===== config.mk =====
export PLATFORM = sky130hd
export DESIGN_NAME = mode_switch_controller
export DESIGN_NICKNAME = d
export VERILOG_FILES = /design/src/rtl/mode_switch_controller_pkg.sv /design/src/rtl/flag_shadow_stack.sv /design/src/rtl/mode_switch_controller.sv
export SDC_FILE = /design/constraint.sdc
export NUM_CORES = 1
export LEC_CHECK = 0
export CORE_ASPECT_RATIO = 1.5
export CORE_MARGIN = 2
export CORE_UTILIZATION = 46
export CTS_CLUSTER_DIAMETER = 150
export CTS_CLUSTER_SIZE = 14
export DETAILED_ROUTE_END_ITERATION = 7
export GPL_ROUTABILITY_DRIVEN = 0
export GPL_TIMING_DRIVEN = 0
export PLACE_DENSITY = 0.78
export SKIP_LAST_GASP = 1
export SLEW_MARGIN = 20
export SYNTH_ARGS = -nofsm -noshare
export SYNTH_HDL_FRONTEND = slang
export SYNTH_SLANG_ARGS = --single-unit

===== constraint.sdc =====
create_clock -name clock -period 2 [get_ports clock]
set_input_delay 0.2 -clock clock [delete_from_list [all_inputs] [get_ports clock]]
set_output_delay 0.2 -clock clock [all_outputs]
set_load 0.02 [all_outputs]

===== src/rtl/mode_switch_controller_pkg.sv =====
// Shared constants and types for the mode-switch controller and its shadow stack.
package mode_switch_controller_pkg;

    // Flag-register update codes; 5..15 are owned by the controller
    localparam logic [3:0] UPD_NONE        = 4'd0;
    localparam logic [3:0] UPD_SHIFT       = 4'd1;
    localparam logic [3:0] UPD_ALU         = 4'd2;
    localparam logic [3:0] UPD_NZ          = 4'd3;
    localparam logic [3:0] UPD_V           = 4'd4;
    localparam logic [3:0] UPD_TOGGLE_MODE = 4'd5;
    localparam logic [3:0] UPD_BIOS_OFF    = 4'd7;

    // Bit positions inside the {N,Z,C,V,M} flag vector
    localparam int unsigned FLAG_N = 4;
    localparam int unsigned FLAG_Z = 3;
    localparam int unsigned FLAG_C = 2;
    localparam int unsigned FLAG_V = 1;
    localparam int unsigned FLAG_M = 0;

    // Bit positions inside the pending illegal-request acknowledge vector
    localparam int unsigned PEND_SWI  = 0;
    localparam int unsigned PEND_RET  = 1;
    localparam int unsigned PEND_BIOS = 2;

    typedef enum logic [2:0] {
        StIdle,
        StSwiSave,
        StSwiToggle,
        StRetRestore,
        StRetToggle,
        StBiosOff
    } state_e;

endpackage


===== src/rtl/flag_shadow_stack.sv =====
// LIFO of saved {N,Z,C,V} nibbles; overflowing pushes and underflowing pops are dropped.
module flag_shadow_stack #(
    parameter int unsigned DEPTH   = 2,
    parameter int unsigned DEPTH_W = 2
) (
    input  logic               clock,
    input  logic               reset,
    input  logic               push,
    input  logic               pop,
    input  logic               clear,
    input  logic [3:0]         push_data,
    output logic [3:0]         top_data,
    output logic               full,
    output logic               empty,
    output logic [DEPTH_W-1:0] depth
);

    logic [3:0]         entries_q [DEPTH];
    logic [DEPTH_W-1:0] depth_q;

    assign full  = (depth_q == DEPTH_W'(DEPTH));
    assign empty = (depth_q == '0);
    assign depth = depth_q;

    // Storage and occupancy; clear has priority over push/pop
    always_ff @(posedge clock) begin
        if (reset || clear) begin
            depth_q <= '0;
            for (int i = 0; i < int'(DEPTH); i++) begin
                entries_q[i] <= '0;
            end
        end else if (push && !full) begin
            for (int i = 0; i < int'(DEPTH); i++) begin
                if (depth_q == DEPTH_W'(i)) begin
                    entries_q[i] <= push_data;
                end
            end
            depth_q <= depth_q + 1'b1;
        end else if (pop && !empty) begin
            depth_q <= depth_q - 1'b1;
        end
    end

    // Top-of-stack read, zero when empty
    always_comb begin
        top_data = '0;
        for (int i = 0; i < int'(DEPTH); i++) begin
            if (depth_q == DEPTH_W'(i + 1)) begin
                top_data = entries_q[i];
            end
        end
    end

endmodule


===== src/rtl/mode_switch_controller.sv =====
// Arbitrates the flag register's update port between the datapath and SWI/return/BIOS events.
module mode_switch_controller
    import mode_switch_controller_pkg::*;
#(
    parameter int unsigned DEPTH   = 2,
    parameter int unsigned DEPTH_W = 2
) (
    input  logic               clock,
    input  logic               reset,
    input  logic [3:0]         dp_update_mode,
    input  logic               swi_req,
    input  logic               ret_req,
    input  logic               bios_exit_req,
    input  logic [4:0]         cur_flags,
    input  logic               is_bios,
    output logic [3:0]         spec_update_mode,
    output logic               restore_sel,
    output logic [3:0]         restore_flags,
    output logic               busy,
    output logic               swi_ack,
    output logic               ret_ack,
    output logic               bios_ack,
    output logic               fault,
    output logic [DEPTH_W-1:0] nest_depth
);

    state_e     state_q, state_d;
    // Illegal requests are answered one cycle later from IDLE without a state change
    logic [2:0] pend_q, pend_d;
    logic [3:0] restore_flags_q;

    logic       stk_push, stk_pop, stk_clear;
    logic [3:0] stk_top;
    logic       stk_full, stk_empty;

    flag_shadow_stack #(
        .DEPTH   (DEPTH),
        .DEPTH_W (DEPTH_W)
    ) u_stack (
        .clock     (clock),
        .reset     (reset),
        .push      (stk_push),
        .pop       (stk_pop),
        .clear     (stk_clear),
        .push_data (cur_flags[FLAG_N:FLAG_V]),
        .top_data  (stk_top),
        .full      (stk_full),
        .empty     (stk_empty),
        .depth     (nest_depth)
    );

    // State, pending-fault and held restore value registers
    always_ff @(posedge clock) begin
        if (reset) begin
            state_q         <= StIdle;
            pend_q          <= '0;
            restore_flags_q <= '0;
        end else begin
            state_q <= state_d;
            pend_q  <= pend_d;
            if (state_q == StRetRestore) begin
                restore_flags_q <= stk_top;
            end
        end
    end

    // Next state: requests are sampled only in IDLE, and not while an illegal one is answered
    always_comb begin
        state_d = state_q;
        pend_d  = '0;
        unique case (state_q)
            StIdle: begin
                if (pend_q == '0) begin
                    if (bios_exit_req) begin
                        if (is_bios) state_d = StBiosOff;
                        else         pend_d[PEND_BIOS] = 1'b1;
                    end else if (ret_req) begin
                        if (stk_empty || cur_flags[FLAG_M]) pend_d[PEND_RET] = 1'b1;
                        else                                state_d = StRetRestore;
                    end else if (swi_req) begin
                        if (stk_full) pend_d[PEND_SWI] = 1'b1;
                        else          state_d = StSwiSave;
                    end
                end
            end
            StSwiSave:    state_d = StSwiToggle;
            StSwiToggle:  state_d = StIdle;
            StRetRestore: state_d = StRetToggle;
            StRetToggle:  state_d = StIdle;
            StBiosOff:    state_d = StIdle;
            default:      state_d = StIdle;
        endcase
    end

    // Outputs and stack controls per state; everything forced low during reset
    always_comb begin
        spec_update_mode = UPD_NONE;
        restore_sel      = 1'b0;
        busy             = 1'b0;
        swi_ack          = 1'b0;
        ret_ack          = 1'b0;
        bios_ack         = 1'b0;
        fault            = 1'b0;
        stk_push         = 1'b0;
        stk_pop          = 1'b0;
        stk_clear        = 1'b0;
        unique case (state_q)
            StIdle: begin
                if (dp_update_mode <= UPD_V) spec_update_mode = dp_update_mode;
                else                         fault = 1'b1;
                if (pend_q != '0) fault = 1'b1;
                swi_ack  = pend_q[PEND_SWI];
                ret_ack  = pend_q[PEND_RET];
                bios_ack = pend_q[PEND_BIOS];
            end
            StSwiSave: begin
                busy     = 1'b1;
                stk_push = 1'b1;
            end
            StSwiToggle: begin
                busy             = 1'b1;
                spec_update_mode = UPD_TOGGLE_MODE;
                swi_ack          = 1'b1;
            end
            StRetRestore: begin
                busy             = 1'b1;
                stk_pop          = 1'b1;
                restore_sel      = 1'b1;
                spec_update_mode = UPD_ALU;
            end
            StRetToggle: begin
                busy             = 1'b1;
                spec_update_mode = UPD_TOGGLE_MODE;
                ret_ack          = 1'b1;
            end
            StBiosOff: begin
                busy             = 1'b1;
                spec_update_mode = UPD_BIOS_OFF;
                bios_ack         = 1'b1;
                stk_clear        = 1'b1;
            end
            default: ;
        endcase
        restore_flags = restore_sel ? stk_top : restore_flags_q;
        if (reset) begin
            spec_update_mode = UPD_NONE;
            restore_sel      = 1'b0;
            restore_flags    = '0;
            busy             = 1'b0;
            swi_ack          = 1'b0;
            ret_ack          = 1'b0;
            bios_ack         = 1'b0;
            fault            = 1'b0;
            stk_push         = 1'b0;
            stk_pop          = 1'b0;
        end
    end

endmodule


==> impl_metrics.ini <==
[cts]
cts_inserted_buffers = 3
h-tree-depth = 1
cts.path.max_buffers = 2
clkTransAtPathRegs_ns = 0.11
cts_hold_buffers = 0
root_buffer = clkbuf_4
cts_sinks = 20
cts_tree = done
clk_latency_ns = 0.29

[grt]
antenna_found_initial = 0
track_usage_pct = 17.6
grt_overflow = 0
grt_pass1_vias = 928
grt_pass1_wl_um = 3730
grt_max_degree = 13

[yosys]
synth_ff_type = dfxtp_1
yosys-top-cells-area = dfxtp_1, edfxtp_1, nor2_1
yosysWarnings = 0
ys_ff_latch = 20
synth_cells = 127
synth_area_leader_cell = dfxtp_1
syn_nets = 145
ys_types = 35
synth_edf_count = 8
yosys-top-cells-count = nor2_1, dfxtp_1, nand2_1
yosysTopAreaCellShare_pct = 22.1
synth-seq-area-share_pct = 44.3
syn_area_um2 = 1080
synth_most_common_cell = nor2_1
synth_area_per_cell_um2 = 8.54
synthArstFlopShare_pct = 0

[floorplan]
die_w_um = 43.7
start_util_pct = 48.6
rows = 21
core_um2 = 2230
io_pins = 31
die_height_um = 63.5
dieArea_um2 = 2770

[setup_path]
crit_start = u_stack.depth[0]
crit_path_cell_trace = inv_2 -> ha_4 -> clkbuf_4 -> o211ai_1 -> o21ai_0 -> nor2_1 -> clkbuf_2
arrival_ns = 1.69
criticalPathCategory = register to output port
worst_setup_path_start_kind = register
crit_path_max_fanout = 10
reg2reg_from = u_stack.depth[1]
crit_slowest_cell = dfxtp_2
endpoint_kind = output port
max_stage_delay_ns = 0.37
cp.required_ns = 1.80

[run_status]
status = finished, final reports clean

[sta]
fin_skew_ns = 0.00406
timing.fmax_mhz = 529
setup_violations = 0
drv_slew = 0
rsz0062_at_grt = true
hold_violations = 0
fin_crit_ns = 1.89
finalCritPeriodShare_pct = 94.5

[place]
portBuffers = 28
dpl.hpwl_um = 1870
dpl_cell_area_um2 = 1390

[finish]
final_util_pct = 64.8
ff_latch_area_um2 = 483
multi_input_area_um2 = 581
design_area_um2 = 1450
num_antenna_cells = 0
synthToLayoutAreaGrowth_pct = 33.3
drive_above_1_share_pct = 19.4
fillers = 200
nets = 179

[route]
num_vias = 991
totalWireLength_um = 2270
drt_pass1_iterations = 4
drc = 0
vias_per_cell = 5.42
ant_nets = 0
drtIter0Drc = 19
wl_per_cell_um = 12.4

[hold_path]
min_path_type = primary input to register
hp-start = reset

[power]
vdd_ir_drop_max_mv = 0.358
power_w = 0.000870
p_leak_nw = 0.608
powerDensity_nw_per_um2 = 601

[run]
max_cap_viol_count = 0
==> metrics by stage <==
| stage | std cells | TNS (ns) | hold WS, ns | setup WS, ns |
|---|---|---|---|---|
| after global placement | 178 | -1.32 | 0.411 | -0.303 |
| final | 183 | 0 | 0.0973 | 0.110 |
| after CTS | 181 | -0.278 | 0.0866 | -0.130 |
| after global routing | 183 | -0.109 | 0.0970 | -0.0433 |
| after floorplan | 127 | 0 | 0.342 | 0.196 |
| after detailed placement | 178 | -1.53 | 0.409 | -0.343 |
==> routing by layer <==
metal,global-route usage (%),vias to the layer above,share of wire (%)
li1,-,504,-
met1,16.3,457,37
met2,34.7,28,58
met3,2.58,2,4.1
met4,7.95,0,0.79
met5,0,-,0
==> kinds of logic (layout without fill, tap and decap cells) <==
logic type | count (synthesis) | in the layout | synth area share (%)
buffers and inverters | 12 | 45 | 5.19
AOI/OAI and AO/OA | 30 | 30 | 18.8
DFF | 20 | 20 | 44.3
xor gates and xnor gates | 1 | 1 | 0.808
other | 1 | 1 | 0.346
adders and majority gates | 3 | 3 | 3.46
and+or+nand+nor | 60 | 60 | 27.1
==> sequential cells by signal, summed over array words and instances (netlist names) <==
name               count
state_q                3
restore_flags_q        4
u_stack.entries_q      8
pend_q                 3
u_stack.depth          2
==> area by class of cell <==
cell class	count	share of cell area [%]
plain buffers	7	3.29
inverters	4	1.04
clock inverters	1	0.260
repair buffers	30	18.3
multi-input cells	95	40.1
well taps	23	1.99
clock buffers	3	1.56
flip-flops and latches	20	33.4
==> worst max-delay path, delay by kind of cell (launching register included) <==
kind | cells | cell delay [ns]
buffers and inverters | 3 | 0.42
flip-flops | 1 | 0.37
AO/OA/AOI/OAI | 2 | 0.32
adder cells (fa/ha/maj) | 1 | 0.18
AND/OR/NAND/NOR | 1 | 0.10
==> power by group <==
group | internal, W | switching, W
combinational | 0.0000997 | 0.000121
sequential | 0.000449 | 0.0000120
clock | 0.0000726 | 0.000116
==> worst paths after layout <==
path | endpoint | slack [ns] | depth (start not counted)
max | restore_flags[1] | 0.11 | 7
min | state_q[2] | 0.1 | 2
max reg2reg | state_q[1] | 0.38 | 5
min reg2reg | restore_flags_q[2] | 0.54 | 2
==> what timing repair did <==
| item | CTS | global route |
|---|---|---|
| resized for setup | 30 | 18 |
| buffers inserted | 0 | 2 |
| endpoints found under the setup margin | 13 | 10 |
| gates cloned | 0 | 0 |
==> cell usage in the layout, fill, tap and decap left out, types with 3 or more instances in the layout <==
cell type	n
dlygate4sd2_1	4
dfxtp_1	10
nand2_1	12
inv_1	3
clkbuf_2	3
a21oi_1	5
o21a_1	3
nor2_1	26
o21ai_0	8
clkdlybuf4s50_1	16
buf_4	3
and2_1	4
buf_2	5
nor4_1	3
o211ai_1	4
clkbuf_4	5
edfxtp_1	8
No activity file was read; power rests on OpenSTA's default activity.
